===== src/rtl/led_buf_pkg.sv =====
// Shared definitions for the LED line-buffer ping-pong controllers.
package led_buf_pkg;

    // Default geometry of one colour-channel line store
    localparam int LED_ADDR_WIDTH = 7;
    localparam int LED_DATA_WIDTH = 60;
    localparam int LED_LINE_LEN   = 64;

    // Per-bank address width; the bank select sits above it
    localparam int BANK_AW = LED_ADDR_WIDTH - 1;

    // Read-side sequencing: issue address, wait for RAM, present word
    typedef enum logic [1:0] {
        RD_IDLE  = 2'd0,
        RD_FETCH = 2'd1,
        RD_HOLD  = 2'd2
    } rd_state_t;

endpackage


===== src/rtl/led_line_pp_ctrl_if.sv =====
// Producer and consumer stream signals of the ping-pong line controller.
interface led_line_pp_ctrl_if
    import led_buf_pkg::*;
#(
    parameter int DATA_WIDTH = LED_DATA_WIDTH
) ();

    logic                  in_valid;
    logic [DATA_WIDTH-1:0] in_data;
    logic                  in_ready;
    logic                  out_valid;
    logic [DATA_WIDTH-1:0] out_data;
    logic                  out_ready;
    logic                  out_last;

    // Producer/consumer side
    modport master (
        output in_valid, in_data, out_ready,
        input  in_ready, out_valid, out_data, out_last
    );

    // Controller side
    modport slave (
        input  in_valid, in_data, out_ready,
        output in_ready, out_valid, out_data, out_last
    );

endinterface


===== src/rtl/led_line_pp_ctrl_flags.sv =====
// Two-bank line-complete flags with independent set and clear requests.
// The writer only sets a non-full bank and the reader only clears a full
// bank, so both requests never address the same bank in one cycle.
module pp_bank_flags (
    input  logic       clk,
    input  logic       rst,
    input  logic       i_set_en,
    input  logic       i_set_bank,
    input  logic       i_clr_en,
    input  logic       i_clr_bank,
    output logic [1:0] o_full
);

    logic [1:0] r_full;

    // Apply set and clear requests; both may land in the same cycle
    always_ff @(posedge clk) begin
        if (rst) begin
            r_full <= 2'b00;
        end else begin
            for (int b = 0; b < 2; b++) begin
                if (i_set_en && (i_set_bank == b[0])) begin
                    r_full[b] <= 1'b1;
                end else if (i_clr_en && (i_clr_bank == b[0])) begin
                    r_full[b] <= 1'b0;
                end
            end
        end
    end

    assign o_full = r_full;

endmodule


===== src/rtl/led_line_pp_ctrl.sv =====
// Ping-pong line-buffer controller: the producer fills one RAM bank while
// the LED serializer drains the other; banks swap on complete lines only.
module led_line_pp_ctrl
    import led_buf_pkg::*;
#(
    parameter int ADDR_WIDTH = LED_ADDR_WIDTH,
    parameter int DATA_WIDTH = LED_DATA_WIDTH,
    parameter int LINE_LEN   = LED_LINE_LEN
) (
    input  logic                  clk,
    input  logic                  rst,
    led_line_pp_ctrl_if.slave     bus,
    output logic                  ram_wr_en,
    output logic [ADDR_WIDTH-1:0] ram_wr_addr,
    output logic [DATA_WIDTH-1:0] ram_wr_data,
    output logic [ADDR_WIDTH-1:0] ram_rd_addr,
    input  logic [DATA_WIDTH-1:0] ram_rd_data,
    output logic [1:0]            bank_full
);

    localparam int             CNT_W    = ADDR_WIDTH - 1;
    localparam logic [CNT_W-1:0] LAST_CNT = CNT_W'(LINE_LEN - 1);

    // Write side state
    logic                  r_wr_bank;
    logic [CNT_W-1:0]      r_wr_cnt;
    logic                  r_wr_en;
    logic [ADDR_WIDTH-1:0] r_wr_addr;
    logic [DATA_WIDTH-1:0] r_wr_data;
    logic                  r_set_vld_p0;
    logic                  r_set_bank_p0;
    logic                  r_set_vld_p1;
    logic                  r_set_bank_p1;

    // Read side state
    rd_state_t             r_state;
    logic                  r_rd_bank;
    logic [CNT_W-1:0]      r_rd_cnt;
    logic [ADDR_WIDTH-1:0] r_rd_addr;
    logic                  r_out_valid;
    logic                  r_out_last;

    logic [1:0]            w_full;
    logic                  w_in_ready;
    logic                  w_wr_hs;
    logic                  w_clr_en;

    assign w_in_ready = !w_full[r_wr_bank] && !rst;
    assign w_wr_hs    = bus.in_valid && w_in_ready;
    assign w_clr_en   = (r_state == RD_HOLD) && bus.out_ready && r_out_last;

    // Register accepted words toward the RAM and advance the fill pointer;
    // the line-complete flag trails the last RAM write by one cycle
    always_ff @(posedge clk) begin
        if (rst) begin
            r_wr_bank     <= 1'b0;
            r_wr_cnt      <= '0;
            r_wr_en       <= 1'b0;
            r_wr_addr     <= '0;
            r_wr_data     <= '0;
            r_set_vld_p0  <= 1'b0;
            r_set_bank_p0 <= 1'b0;
            r_set_vld_p1  <= 1'b0;
            r_set_bank_p1 <= 1'b0;
        end else begin
            r_wr_en       <= w_wr_hs;
            r_set_vld_p0  <= w_wr_hs && (r_wr_cnt == LAST_CNT);
            r_set_bank_p0 <= r_wr_bank;
            r_set_vld_p1  <= r_set_vld_p0;
            r_set_bank_p1 <= r_set_bank_p0;
            if (w_wr_hs) begin
                r_wr_addr <= {r_wr_bank, r_wr_cnt};
                r_wr_data <= bus.in_data;
                if (r_wr_cnt == LAST_CNT) begin
                    r_wr_cnt  <= '0;
                    r_wr_bank <= ~r_wr_bank;
                end else begin
                    r_wr_cnt <= r_wr_cnt + 1'b1;
                end
            end
        end
    end

    pp_bank_flags u_flags (
        .clk        (clk),
        .rst        (rst),
        .i_set_en   (r_set_vld_p1),
        .i_set_bank (r_set_bank_p1),
        .i_clr_en   (w_clr_en),
        .i_clr_bank (r_rd_bank),
        .o_full     (w_full)
    );

    // Drain a full bank one word per two cycles, holding the address so the
    // RAM output stays stable while the consumer stalls
    always_ff @(posedge clk) begin
        if (rst) begin
            r_state     <= RD_IDLE;
            r_rd_bank   <= 1'b0;
            r_rd_cnt    <= '0;
            r_rd_addr   <= '0;
            r_out_valid <= 1'b0;
            r_out_last  <= 1'b0;
        end else begin
            case (r_state)
                RD_IDLE: begin
                    if (w_full[r_rd_bank]) begin
                        r_rd_addr <= {r_rd_bank, r_rd_cnt};
                        r_state   <= RD_FETCH;
                    end
                end
                RD_FETCH: begin
                    r_out_valid <= 1'b1;
                    r_out_last  <= (r_rd_cnt == LAST_CNT);
                    r_state     <= RD_HOLD;
                end
                RD_HOLD: begin
                    if (bus.out_ready) begin
                        r_out_valid <= 1'b0;
                        r_out_last  <= 1'b0;
                        if (r_out_last) begin
                            r_rd_cnt  <= '0;
                            r_rd_bank <= ~r_rd_bank;
                            r_state   <= RD_IDLE;
                        end else begin
                            r_rd_cnt  <= r_rd_cnt + 1'b1;
                            r_rd_addr <= {r_rd_bank, r_rd_cnt + 1'b1};
                            r_state   <= RD_FETCH;
                        end
                    end
                end
                default: begin
                    r_state <= RD_IDLE;
                end
            endcase
        end
    end

    assign bus.in_ready  = w_in_ready;
    assign bus.out_valid = r_out_valid;
    assign bus.out_last  = r_out_last;
    assign bus.out_data  = ram_rd_data;
    assign ram_wr_en     = r_wr_en;
    assign ram_wr_addr   = r_wr_addr;
    assign ram_wr_data   = r_wr_data;
    assign ram_rd_addr   = r_rd_addr;
    assign bank_full     = w_full;

endmodule

===== src/flat_wrapper.sv =====
// flat-port wrapper written by rule: the top's interface ports become plain ports
module led_line_pp_ctrl_flat import led_buf_pkg::*;
#(
    parameter int ADDR_WIDTH = LED_ADDR_WIDTH,
    parameter int DATA_WIDTH = LED_DATA_WIDTH,
    parameter int LINE_LEN   = LED_LINE_LEN
)
  (clk, rst, ram_wr_en, ram_wr_addr, ram_wr_data, ram_rd_addr, ram_rd_data, bank_full, bus_in_valid, bus_in_data, bus_out_ready, bus_in_ready, bus_out_valid, bus_out_data, bus_out_last);
  led_line_pp_ctrl_if #(.DATA_WIDTH(DATA_WIDTH)) bus_i ();
  input  logic clk;
  input  logic rst;
  output logic ram_wr_en;
  output logic [ADDR_WIDTH-1:0] ram_wr_addr;
  output logic [DATA_WIDTH-1:0] ram_wr_data;
  output logic [ADDR_WIDTH-1:0] ram_rd_addr;
  input  logic [DATA_WIDTH-1:0] ram_rd_data;
  output logic [1:0] bank_full;
  input wire logic [$bits(bus_i.in_valid)-1:0] bus_in_valid;
  input wire logic [$bits(bus_i.in_data)-1:0] bus_in_data;
  input wire logic [$bits(bus_i.out_ready)-1:0] bus_out_ready;
  output wire logic [$bits(bus_i.in_ready)-1:0] bus_in_ready;
  output wire logic [$bits(bus_i.out_valid)-1:0] bus_out_valid;
  output wire logic [$bits(bus_i.out_data)-1:0] bus_out_data;
  output wire logic [$bits(bus_i.out_last)-1:0] bus_out_last;
  assign bus_i.in_valid = bus_in_valid;
  assign bus_i.in_data = bus_in_data;
  assign bus_i.out_ready = bus_out_ready;
  assign bus_in_ready = bus_i.in_ready;
  assign bus_out_valid = bus_i.out_valid;
  assign bus_out_data = bus_i.out_data;
  assign bus_out_last = bus_i.out_last;
  led_line_pp_ctrl #(.ADDR_WIDTH(ADDR_WIDTH), .DATA_WIDTH(DATA_WIDTH), .LINE_LEN(LINE_LEN)) u_core (.clk(clk), .rst(rst), .bus(bus_i), .ram_wr_en(ram_wr_en), .ram_wr_addr(ram_wr_addr), .ram_wr_data(ram_wr_data), .ram_rd_addr(ram_rd_addr), .ram_rd_data(ram_rd_data), .bank_full(bank_full));
endmodule

===== config.mk =====
export PLATFORM = sky130hd
export DESIGN_NAME = led_line_pp_ctrl_flat
export DESIGN_NICKNAME = d
export VERILOG_FILES = /design/src/rtl/led_buf_pkg.sv /design/src/rtl/led_line_pp_ctrl_if.sv /design/src/rtl/led_line_pp_ctrl_flags.sv /design/src/rtl/led_line_pp_ctrl.sv /design/src/flat_wrapper.sv
export SDC_FILE = /design/constraint.sdc
export NUM_CORES = 1
export LEC_CHECK = 0
export ABC_CLOCK_PERIOD_IN_PS = 3900
export CAP_MARGIN = 20
export CORE_AREA = 3 3 103 105
export DETAILED_ROUTE_END_ITERATION = 6
export DIE_AREA = 0 0 106 108
export DONT_BUFFER_PORTS = 1
export GPL_ROUTABILITY_DRIVEN = 0
export SYNTH_ARGS = -nofsm -noshare
export SYNTH_HDL_FRONTEND = slang
export SYNTH_HIERARCHICAL = 1
export SYNTH_SLANG_ARGS = --single-unit

===== constraint.sdc =====
create_clock -name clk -period 3.9 [get_ports clk]
set_clock_uncertainty 0.1 [all_clocks]
set_input_delay 0.78 -clock clk [delete_from_list [all_inputs] [get_ports clk]]
set_output_delay 0.78 -clock clk [all_outputs]
set_load 0.05 [all_outputs]

**Word-level counts from Yosys, hierarchy flattened**

Index checks and enable logic that the tools add are counted.

- Flip-flop bits (word level): 99
- Output and inout bits: 140

- Add/subtract/negate cells: 2
- Order comparisons: 2
- Eq/ne operators: 7
- Mux-type cells: 21
- Bitwise logic cells: 3
- Reductions and logical operators: 22

Operators with widths:

| kind | number |
|---|---|
| 7-bit two-way mux | 3 |
| 7-bit one-hot mux with 2 select lines | 1 |
| 6-bit by 1-bit adder with 6-bit output (second input constant) | 2 |
| 6-bit equality test (second input constant) | 2 |
| 6-bit two-way mux | 2 |
| 1-bit two-way mux | 10 |
| 1-bit logical AND | 9 |
| 2-bit AND reduction | 4 |
| 2-bit nonzero test | 4 |
| 2-bit one-hot mux with 3 select lines | 1 |
| 1-bit by 2-bit less-than comparator with 1-bit output (second input constant) | 2 |
| 2-bit two-way mux | 2 |
| 2-bit inequality test (second input constant) | 2 |
| 1-bit one-hot mux with 2 select lines | 2 |
| 4-bit AND reduction | 1 |
| 1-bit NOT | 3 |
| 3-bit AND reduction | 1 |
| 2-bit by 1-bit equality test with 1-bit output (second input constant) | 1 |
| 2-bit equality test (second input constant) | 1 |
| 1-bit zero test | 2 |
| 2-bit zero test | 1 |
| 2-bit by 1-bit inequality test with 1-bit output (second input constant) | 1 |

**Longest topological paths before layout**

Gate-level depths: netlist (run 1).

- Depth after elaboration: 6
- Gate-level depth with buffers: 6
- Depth with buffers taken out: 5

**By module**

Netlist (run 1), hierarchy kept.

By module, submodules not included:

| module | instances | cells an instance | area an instance (µm²) | seq. area each (µm²) |
|---|---|---|---|---|
| led_line_pp_ctrl | 1 | 497 | 4057.6 | 1941.9 |
| pp_bank_flags | 1 | 9 | 83.8 | 40.0 |

**Worst setup path after synthesis (run 1)**

OpenSTA, ideal clock, no wires.

- Path kind: in2out
- Start point: input port rst
- End point: output port bus_in_ready
- Data arrival time: 1.343 ns
- Slack: 1.677 ns
- Cell stages on the path: 2
- Path buffers: 0
- Cell sequence: clkinv_1 -> and2_1

- Cells in the longest elaborated chain, start to end: 2

RTL lines:

| what | line | text |
|---|---|---|
| from (decl) | flat_wrapper.sv:11 | `input logic rst;` |
| 1-bit zero test | led_line_pp_ctrl.sv:48 | `assign w_in_ready = !w_full[r_wr_bank] && !rst;` |
| 1-bit logical AND | led_line_pp_ctrl.sv:48 |  |
| to (decl) | flat_wrapper.sv:21 | `output wire logic [$bits(bus_i.in_ready)-1:0] bus_in_ready;` |

Every way passes these cells.

**Worst setup path in the final report (run 1)**

- Start point: register u_core.u_flags.r_full[0] (netlist: u_core/u_flags/o_full[0])
- End point: output port bus_in_ready

- Cells in the longest elaborated chain, start to end: 4

RTL lines:

| what | line | text |
|---|---|---|
| from (decl) | led_line_pp_ctrl_flags.sv:14 | `logic [1:0] r_full;` |
| from (signal assigned) | led_line_pp_ctrl_flags.sv:19 | `r_full <= 2'b00;` |
| from (signal, indexed assignment) | led_line_pp_ctrl_flags.sv:23 | `r_full[b] <= 1'b1;` |
| from (signal, indexed assignment) | led_line_pp_ctrl_flags.sv:25 | `r_full[b] <= 1'b0;` |
| 1-bit two-way mux (implied by the code) (2 in series) | led_line_pp_ctrl.sv:48 |  |
| 1-bit zero test | led_line_pp_ctrl.sv:48 |  |
| 1-bit logical AND | led_line_pp_ctrl.sv:48 |  |

Every way passes these cells. The select of a mux whose other input is x is not followed.

==> flow_summary.json, run 1 <==
{
  "root_buffer": "clkbuf_8",
  "vias_per_cell": 5.139,
  "final_nets": 558,
  "synth-seq-cells": 99,
  "power_density_mw_per_mm2": 468.7,
  "ios": 264,
  "drc": 0,
  "fillers": 1031,
  "setup_violations": 0,
  "arrival_ns": 1.79,
  "synth_cells": 506,
  "finalPower_mw": 1.833,
  "swShare": 0.2923,
  "grt_overflow": 0,
  "synth_area_sq_mm": 0.004141,
  "grt_antenna_before_repair": 0,
  "areaGrowthSynthToFinish_pct": -5.559,
  "cp-start-kind": "flip-flop",
  "wirelength_microns": 8774,
  "min_period_ns": 2.667,
  "io_buffers": 0,
  "hold_viol": 0,
  "crit_required_ns": 3.02,
  "p_switching_mw": 0.5359,
  "num_vias": 2924,
  "grt_pass1_wl_microns": 13610,
  "most-common-layout-cells": "nand2_1 (147), dfxtp_1 (99), a21oi_1 (85)",
  "cts_buffers": 9,
  "grtUsageTotal": 0.1476,
  "core_sq_mm": 0.009729,
  "slew_headroom": 0.5138,
  "die_area_sq_mm": 0.01145,
  "end_kind": "output pin",
  "firstDrtPassIters": 4,
  "die_h_microns": 108,
  "start_util": 0.4257,
  "hpwl_microns": 5784,
  "clkSlewWorstSetupHoldPaths_ns": 0.09,
  "cts_tree": "built",
  "ys.warnings.count": 6,
  "grt_max_degree": 96,
  "clk_latency_ns": 0.36,
  "rows": 36,
  "pre_cts_ws_ns": 1.593,
  "path_cells": "mux2i_2 > and2_1",
  "hold_path.class": "flip-flop to flip-flop",
  "status": "finished, final reports clean",
  "power_frac_seq": 0.637,
  "ir_drop_mv": 0.1788,
  "min_period_over_period": 0.6839,
  "layout_commonest_cell": "nand2_1",
  "synth_fp_nets": 632,
  "fmax_ghz": 0.3749,
  "ys_seq_area_frac": 0.4785,
  "slowest_delay_ns": 0.52,
  "drive_above_1_share": 0.05734,
  "h-tree-depth": 3,
  "leakagePower_nw": 1.342,
  "post_cts_buffers": 0,
  "die_w_microns": 106,
  "maxCapViolations": 0,
  "setup_slack_ns": 1.233,
  "setup-tns-final_ns": 0,
  "clock-sinks": 99,
  "cp_num_buf_inv": 0,
  "ys_types": 42,
  "tightest_slew_ns": 0.7293,
  "slew_violations": 0,
  "clkPwrFrac": 0.324,
  "grt_pass1_vias": 2733,
  "rsz0062_at_grt": "false",
  "wl_per_cell_microns": 15.42,
  "cpLargestDelayFamily": "flip-flops",
  "crit_slowest_cell": "dfxtp_1",
  "syn_avg_cell_area_sq_um": 8.185,
  "crit_path_max_fanout": 4,
  "drtIter0Drc": 170,
  "post_cts_resized": 0,
  "p_comb_frac": 0.039,
  "intPower_mw": 1.297,
  "diodes": 0,
  "drtAntennaViolNets": 0,
  "clockBufferDepth": 2,
  "final_core_util": 0.4020,
  "criticalPathCategory": "flip-flop to output pin",
  "postCtsHoldBufs": 0
}
-- state kept, by name, summed over array words and instances, names as in the netlist, 2 cells and up --
register	cells
u_core/ram_wr_data	60
u_core/ram_rd_addr	7
u_core/ram_wr_addr	7
u_core/r_rd_cnt	6
u_core/r_wr_cnt	6
u_core/r_state	2
u_core/u_flags/o_full	2
-- through the flow --
| stage | hold WS (ns) | instances | cell area [sq um] |
|---|---|---|---|
| after floorplan | 0.3138 | 506 | 4141 |
| after global placement | 0.3190 | 554 | 3745 |
| after detailed placement | 0.3331 | 554 | 3745 |
| after CTS | 0.3397 | 569 | 3911 |
| after global routing | 0.3504 | 569 | 3911 |
| final | 0.3409 | 569 | 3911 |
-- path summary, 6_finish.rpt --
path / cells past startpoint / from / endpoint / slack, ns
min: 1 / u_core/r_set_vld_p0$_SDFF_PP0_ / u_core/r_set_vld_p1$_SDFF_PP0_ / 0.34
max reg2reg: 5 / u_core/u_flags/o_full[0]$_SDFFE_PP0P_ / u_core/ram_wr_data[48]$_SDFFE_PP0P_ / 1.69
max: 2 / u_core/u_flags/o_full[0]$_SDFFE_PP0P_ / bus_in_ready / 1.23
min reg2reg: 1 / u_core/r_set_vld_p0$_SDFF_PP0_ / u_core/r_set_vld_p1$_SDFF_PP0_ / 0.34
-- cells by family (layout without fill, tap and decap cells) --
family	count (synthesis)	count (layout)	synth area share
DFF	99	99	0.4785
adders and majority gates	2	2	0.006041
xor gates and xnor gates	7	7	0.01480
AOI/OAI and AO/OA	103	103	0.1344
muxes	6	6	0.01571
and+or+nand+nor	199	199	0.2085
buffers and inverters	90	20	0.1420
-- Yosys cell counts --
cell       count  area [sq um]
nand2_1      147         551.8
dfxtp_1       99          1982
a21oi_1       85         425.4
buf_4         63         473.0
nor2_1        15         56.30
buf_2          9         45.04
nand3_1        8         40.04
buf_1          7         26.28
clkbuf_1       7         26.28
a211oi_1       6         45.04
nor2b_1        6         37.54
nor3_1         5         25.02
mux2i_1        4         40.04
o21ai_0        4         20.02
xnor2_1        4         35.03
nand3b_1       3         22.52
xor2_1         3         26.28
and2_1         2         12.51
and3_1         2         12.51
clkinv_1       2         7.510
ha_1           2         25.02
nand2b_1       2         12.51
o32ai_1        2         17.52
a21bo_1        1         10.01
a2bb2oi_1      1         8.760
a311oi_1       1         8.760
a31o_2         1         8.760
and3b_1        1         8.760
inv_1          1         3.750
inv_4          1         6.260
mux2_2         1         11.26
mux2i_2        1         13.76
nand3_2        1         10.01
nand3_4        1         17.52
nand3b_4       1         20.02
nand4_1        1         6.260
nor3_2         1         10.01
o21a_1         1         7.510
o21ai_1        1         5.000
or2_2          1         6.260
or3_1          1         6.260
or4_1          1         7.510
-- power groups by stage --
stage          clock, mW  sequential (mW)  combinational [mW]
2_1_floorplan          0             1.18               0.242
3_3_place_gp           0             1.19              0.0699
3_5_place_dp           0             1.19              0.0730
4_1_cts            0.615             1.17              0.0726
5_1_grt            0.655             1.17              0.0840
6_report           0.594             1.17              0.0717
-- per-layer routing --
layer	vias to the layer above	GRT usage	wire [microns]
met4	0	0.08511	323
met5	-	0	0
met2	109	0.2327	4199
met3	50	0.05612	771
li1	1447	-	-
met1	1318	0.1726	3480
-- area by class of cell --
type                            count  area, sq um  area share
Sequential cell                    99         1982      0.5067
Timing Repair Buffer                1        7.507    0.001919
Multi-Input combinational cell    317         1572      0.4018
Tap cell                          133        166.4     0.04255
Inverter                            4        17.52    0.004479
Clock buffer                        9        123.9     0.03167
Clock inverter                      6        42.54     0.01088
(Power assumes the default switching activity.)
==> run 2, diff against run 1 <==
Settings changed: ABC_CLOCK_PERIOD_IN_PS 3900 to 2500, CORE_AREA 3 3 103 105 to 3 3 102 104, DIE_AREA 0 0 106 108 to 0 0 105 107.
Clock period 3.9 ns to 2.5 ns, I/O delays scaled along.
==> flow_summary.json, run 2 (synthesis gave the netlist of run 1 again) <==
{
  "crit_required_ns": 1.90,
  "hold_path.class": "input port to flip-flop",
  "core_sq_mm": 0.009639,
  "min_period_over_period": 0.8829,
  "ir_drop_mv": 0.3389,
  "criticalPathCategory": "flip-flop to output pin",
  "maxCapViolations": 0,
  "post_cts_buffers": 0,
  "grt_overflow": 0,
  "grt_pass1_vias": 2682,
  "postCtsHoldBufs": 0,
  "rsz0062_at_grt": "false",
  "regToRegStartpoint": "u_core/r_wr_bank$_SDFFE_PP0P_",
  "setup_slack_ns": 0.2929,
  "cts_tree": "built",
  "hold_viol": 0,
  "drtIter0Drc": 180,
  "grt_pass1_wl_microns": 13850,
  "most-common-layout-cells": "nand2_1 (147), dfxtp_1 (99), a21oi_1 (85)",
  "end_kind": "output pin",
  "grtUsageTotal": 0.1548,
  "power_density_mw_per_mm2": 760.7,
  "crit_path_max_fanout": 4,
  "min-delay-start": "rst",
  "vias_per_cell": 5.127,
  "clkSlewWorstSetupHoldPaths_ns": 0.09,
  "layout_commonest_cell": "nand2_1",
  "h-tree-depth": 3,
  "diodes": 0,
  "slew_violations": 0,
  "drtAntennaViolNets": 0,
  "die_h_microns": 107,
  "hpwl_microns": 6268,
  "fmax_ghz": 0.4531,
  "rows": 36,
  "die_area_sq_mm": 0.01124,
  "status": "finished, final reports clean",
  "leakagePower_nw": 1.392,
  "largest_reg_flops": 60,
  "final_nets": 563,
  "wirelength_microns": 8986,
  "die_w_microns": 105,
  "startpoint": "u_core/r_wr_bank$_SDFFE_PP0P_",
  "drc": 0,
  "ios": 264,
  "num_vias": 2948,
  "grt_antenna_before_repair": 0,
  "cp-start-kind": "flip-flop",
  "clock-sinks": 99,
  "drive_above_1_share": 0.06335,
  "pre_cts_ws_ns": 0.5311,
  "root_buffer": "clkbuf_8",
  "firstDrtPassIters": 4,
  "wl_per_cell_microns": 15.63,
  "final_core_util": 0.4141,
  "grt_max_degree": 96,
  "setup-tns-final_ns": 0,
  "tightest_slew_ns": 0.6861,
  "cts_buffers": 9,
  "setup_violations": 0,
  "areaGrowthSynthToFinish_pct": -3.625,
  "slew_headroom": 0.5420,
  "min_period_ns": 2.207,
  "io_buffers": 0,
  "arrival_ns": 1.61,
  "clockBufferDepth": 2,
  "start_util": 0.4296,
  "clk_latency_ns": 0.36,
  "post_cts_resized": 0
}
## run 2: cell types whose count changed in the layout (fill, tap and decap cells not counted), sizes merged
cell / change
clkbuf: +3
clkinv: -2
bufinv: +2
clkinvlp: -2
buf: +5
## run 2: report_power, final
group,leakage [nW],switching (mW),total (mW),internal (mW)
sequential,0.805,0.197,1.82,1.63
clock,0.105,0.529,1.10,0.568
combinational,0.482,0.0742,0.117,0.0424
## run 2: worst max-delay path, stage by stage (launching register included)
cell	delay, ns
dfxtp_1	0.40
mux2i_2	0.33
and2_1	0.53
## run 2: layout make-up
| type | count | area [sq um] |
|---|---|---|
| clock buffer | 12 | 135.1 |
| clock inverter | 4 | 73.82 |
| fill | 1001 | 5648 |
| inverter | 4 | 17.52 |
| multi-input combinational | 317 | 1572 |
| sequential | 99 | 1982 |
| tap | 133 | 166.4 |
| timing repair buffer | 6 | 45.04 |
## run 2: worst paths after layout
kind                                           end  slack, ns  cells past startpoint
max                                   bus_in_ready       0.29                      2
min reg2reg  u_core/u_flags/o_full[1]$_SDFFE_PP0P_       0.35                      2
max reg2reg    u_core/ram_wr_data[28]$_SDFFE_PP0P_       0.55                      6
min             u_core/ram_rd_addr[6]$_SDFFE_PP0P_       0.10                      1
## run 2: stage by stage
step	hold WS [ns]	instances	total power, mW	area (sq um)
after global routing	0.07322	575	3.172	3991
after CTS	0.07879	575	3.077	3991
after global placement	0.3267	559	1.976	3782
after detailed placement	0.3323	559	1.980	3782
after floorplan	0.3138	506	2.225	4141
final	0.1010	575	3.036	3991
## run 2: metal layers
metal | vias to the layer above | routed length (microns) | global-route usage
li1 | 1463 | - | -
met1 | 1326 | 3727 | 0.1829
met2 | 108 | 4125 | 0.2342
met3 | 51 | 689 | 0.04756
met4 | 0 | 444 | 0.1200
met5 | - | 0 | 0
==> run 3, diff against run 2 <==
Settings changed: RECOVER_POWER from default to 100.
==> flow_summary.json, run 3 (synthesis gave the netlist of run 1 again) <==
{
  "status": "finished, final reports clean",
  "wirelength_microns": 8953,
  "areaGrowthSynthToFinish_pct": -4.169,
  "cts_tree": "built",
  "clockBufferDepth": 2,
  "path_cells": "mux2i_2 > and2_1",
  "clk_latency_ns": 0.36,
  "fmax_ghz": 0.4550,
  "crit_required_ns": 1.90,
  "layout_commonest_cell": "nand2_1",
  "tightest_slew_ns": 0.7208,
  "min_period_ns": 2.198,
  "start_util": 0.4296,
  "postCtsHoldBufs": 0,
  "root_buffer": "clkbuf_8",
  "slowest_delay_ns": 0.52,
  "pre_cts_ws_ns": 0.5311,
  "leakagePower_nw": 1.362,
  "r2r_setup_slack_ns": 0.32,
  "grt_busiest_layer": "met2",
  "ir_drop_mv": 0.3389,
  "reg2reg_depth": 6,
  "diodes": 0,
  "hold_viol": 0,
  "grt_overflow": 0,
  "slew_headroom": 0.5194,
  "drtAntennaViolNets": 0,
  "cpLargestDelayFamily": "simple AND/OR/NAND/NOR gates",
  "grt_max_degree": 96,
  "firstDrtPassIters": 4,
  "hold_depth": 1,
  "use_met2": 0.2342,
  "clkSlewWorstSetupHoldPaths_ns": 0.09,
  "r2r_end": "u_core/ram_wr_data[28]$_SDFFE_PP0P_",
  "crit_path_max_fanout": 4,
  "setup-tns-final_ns": 0,
  "io_buffers": 0,
  "criticalPathCategory": "flip-flop to output pin",
  "grt_use_met3": 0.04756,
  "grt_pass1_wl_microns": 13850,
  "cts_buffers": 9,
  "largest_reg_flops": 60,
  "rsz0062_at_grt": "false",
  "clock-sinks": 99,
  "setup_slack_ns": 0.3024,
  "grtUsageTotal": 0.1548,
  "min_period_over_period": 0.8790,
  "grt_use_met1": 0.1829,
  "final_core_util": 0.4117,
  "core_sq_mm": 0.009639,
  "crit_slowest_cell": "and2_1",
  "arrival_ns": 1.60,
  "setup_violations": 0,
  "num_vias": 2963,
  "cp-start-kind": "flip-flop",
  "grt_antenna_before_repair": 0,
  "h-tree-depth": 3,
  "drive_above_1_share": 0.05656,
  "slew_violations": 0,
  "die_h_microns": 107,
  "drtIter0Drc": 169,
  "cp_num_buf_inv": 0,
  "drc": 0,
  "hpwl_microns": 6268,
  "post_cts_resized": 0,
  "min-delay-start": "rst",
  "final_nets": 563,
  "power_density_mw_per_mm2": 764.0,
  "end_kind": "output pin",
  "ios": 264,
  "post_cts_buffers": 0,
  "rows": 36,
  "grt_pass1_vias": 2682,
  "hold_end": "u_core/ram_rd_addr[6]$_SDFFE_PP0P_",
  "wl_per_cell_microns": 15.57,
  "maxCapViolations": 0,
  "dp_cells": 559,
  "die_area_sq_mm": 0.01124,
  "die_w_microns": 105,
  "regToRegStartpoint": "u_core/r_wr_bank$_SDFFE_PP0P_",
  "hold_path.class": "input port to flip-flop",
  "most-common-layout-cells": "nand2_1 (147), dfxtp_1 (99), a21oi_1 (85)",
  "vias_per_cell": 5.153,
  "final_cell_count_no_fill": 575
}
[run 3: routing by layer]
| layer | routed length (microns) | share of wire | vias to the layer above |
|---|---|---|---|
| met4 | 444 | 0.050 | 0 |
| li1 | - | - | 1463 |
| met1 | 3621 | 0.40 | 1327 |
| met2 | 4138 | 0.46 | 122 |
| met3 | 749 | 0.084 | 51 |
| met5 | 0 | 0 | - |
[run 3: worst reg2reg max path, cell delays in order (launching register included)]
cell and delay, ns:
dfxtp_1 0.40, mux2i_2 0.33, nand3_4 0.17, inv_2 0.55, buf_4 0.35, nand2_1 0.08
a21oi_1 0.14
[run 3: through the flow]
step	power [mW]	hold slack [ns]	cell area (sq um)
2_1_floorplan	2.225	0.3138	4141
3_3_place_gp	1.976	0.3267	3782
3_5_place_dp	1.980	0.3323	3782
4_1_cts	3.077	0.07879	3991
5_1_grt	3.171	0.07322	3969
6_report	3.032	0.1049	3969
[run 3: worst max-delay path by stage]
stage | startpoint | end | slack (ns) | cells after the start
detailed placement | rst | u_core/ram_wr_data[6]$_SDFFE_PP0P_ | 0.53 | 5
CTS | u_core/r_wr_bank$_SDFFE_PP0P_ | bus_in_ready | 0.27 | 2
floorplan | u_core/u_flags/o_full[0]$_SDFFE_PP0P_ | bus_in_ready | 0.64 | 2
finish | u_core/r_wr_bank$_SDFFE_PP0P_ | bus_in_ready | 0.30 | 2
global placement | rst | u_core/ram_wr_data[39]$_SDFFE_PP0P_ | 0.57 | 5
global route | u_core/r_wr_bank$_SDFFE_PP0P_ | u_core/ram_wr_data[28]$_SDFFE_PP0P_ | 0.15 | 6
[run 3: layout make-up]
class	count	area [sq um]
timing repair buffer	6	37.54
tap	133	166.4
fill	1006	5670
clock inverter	4	73.82
multi-input combinational	317	1559
inverter	4	15.01
clock buffer	12	135.1
sequential	99	1982
[run 3: power by group]
group	total [mW]	internal (mW)	switching [mW]	leakage [nW]
Clock	1.09	0.568	0.526	0.105
Sequential	1.82	1.63	0.197	0.805
Combinational	0.116	0.0421	0.0737	0.453
Total	3.03	2.24	0.796	1.36
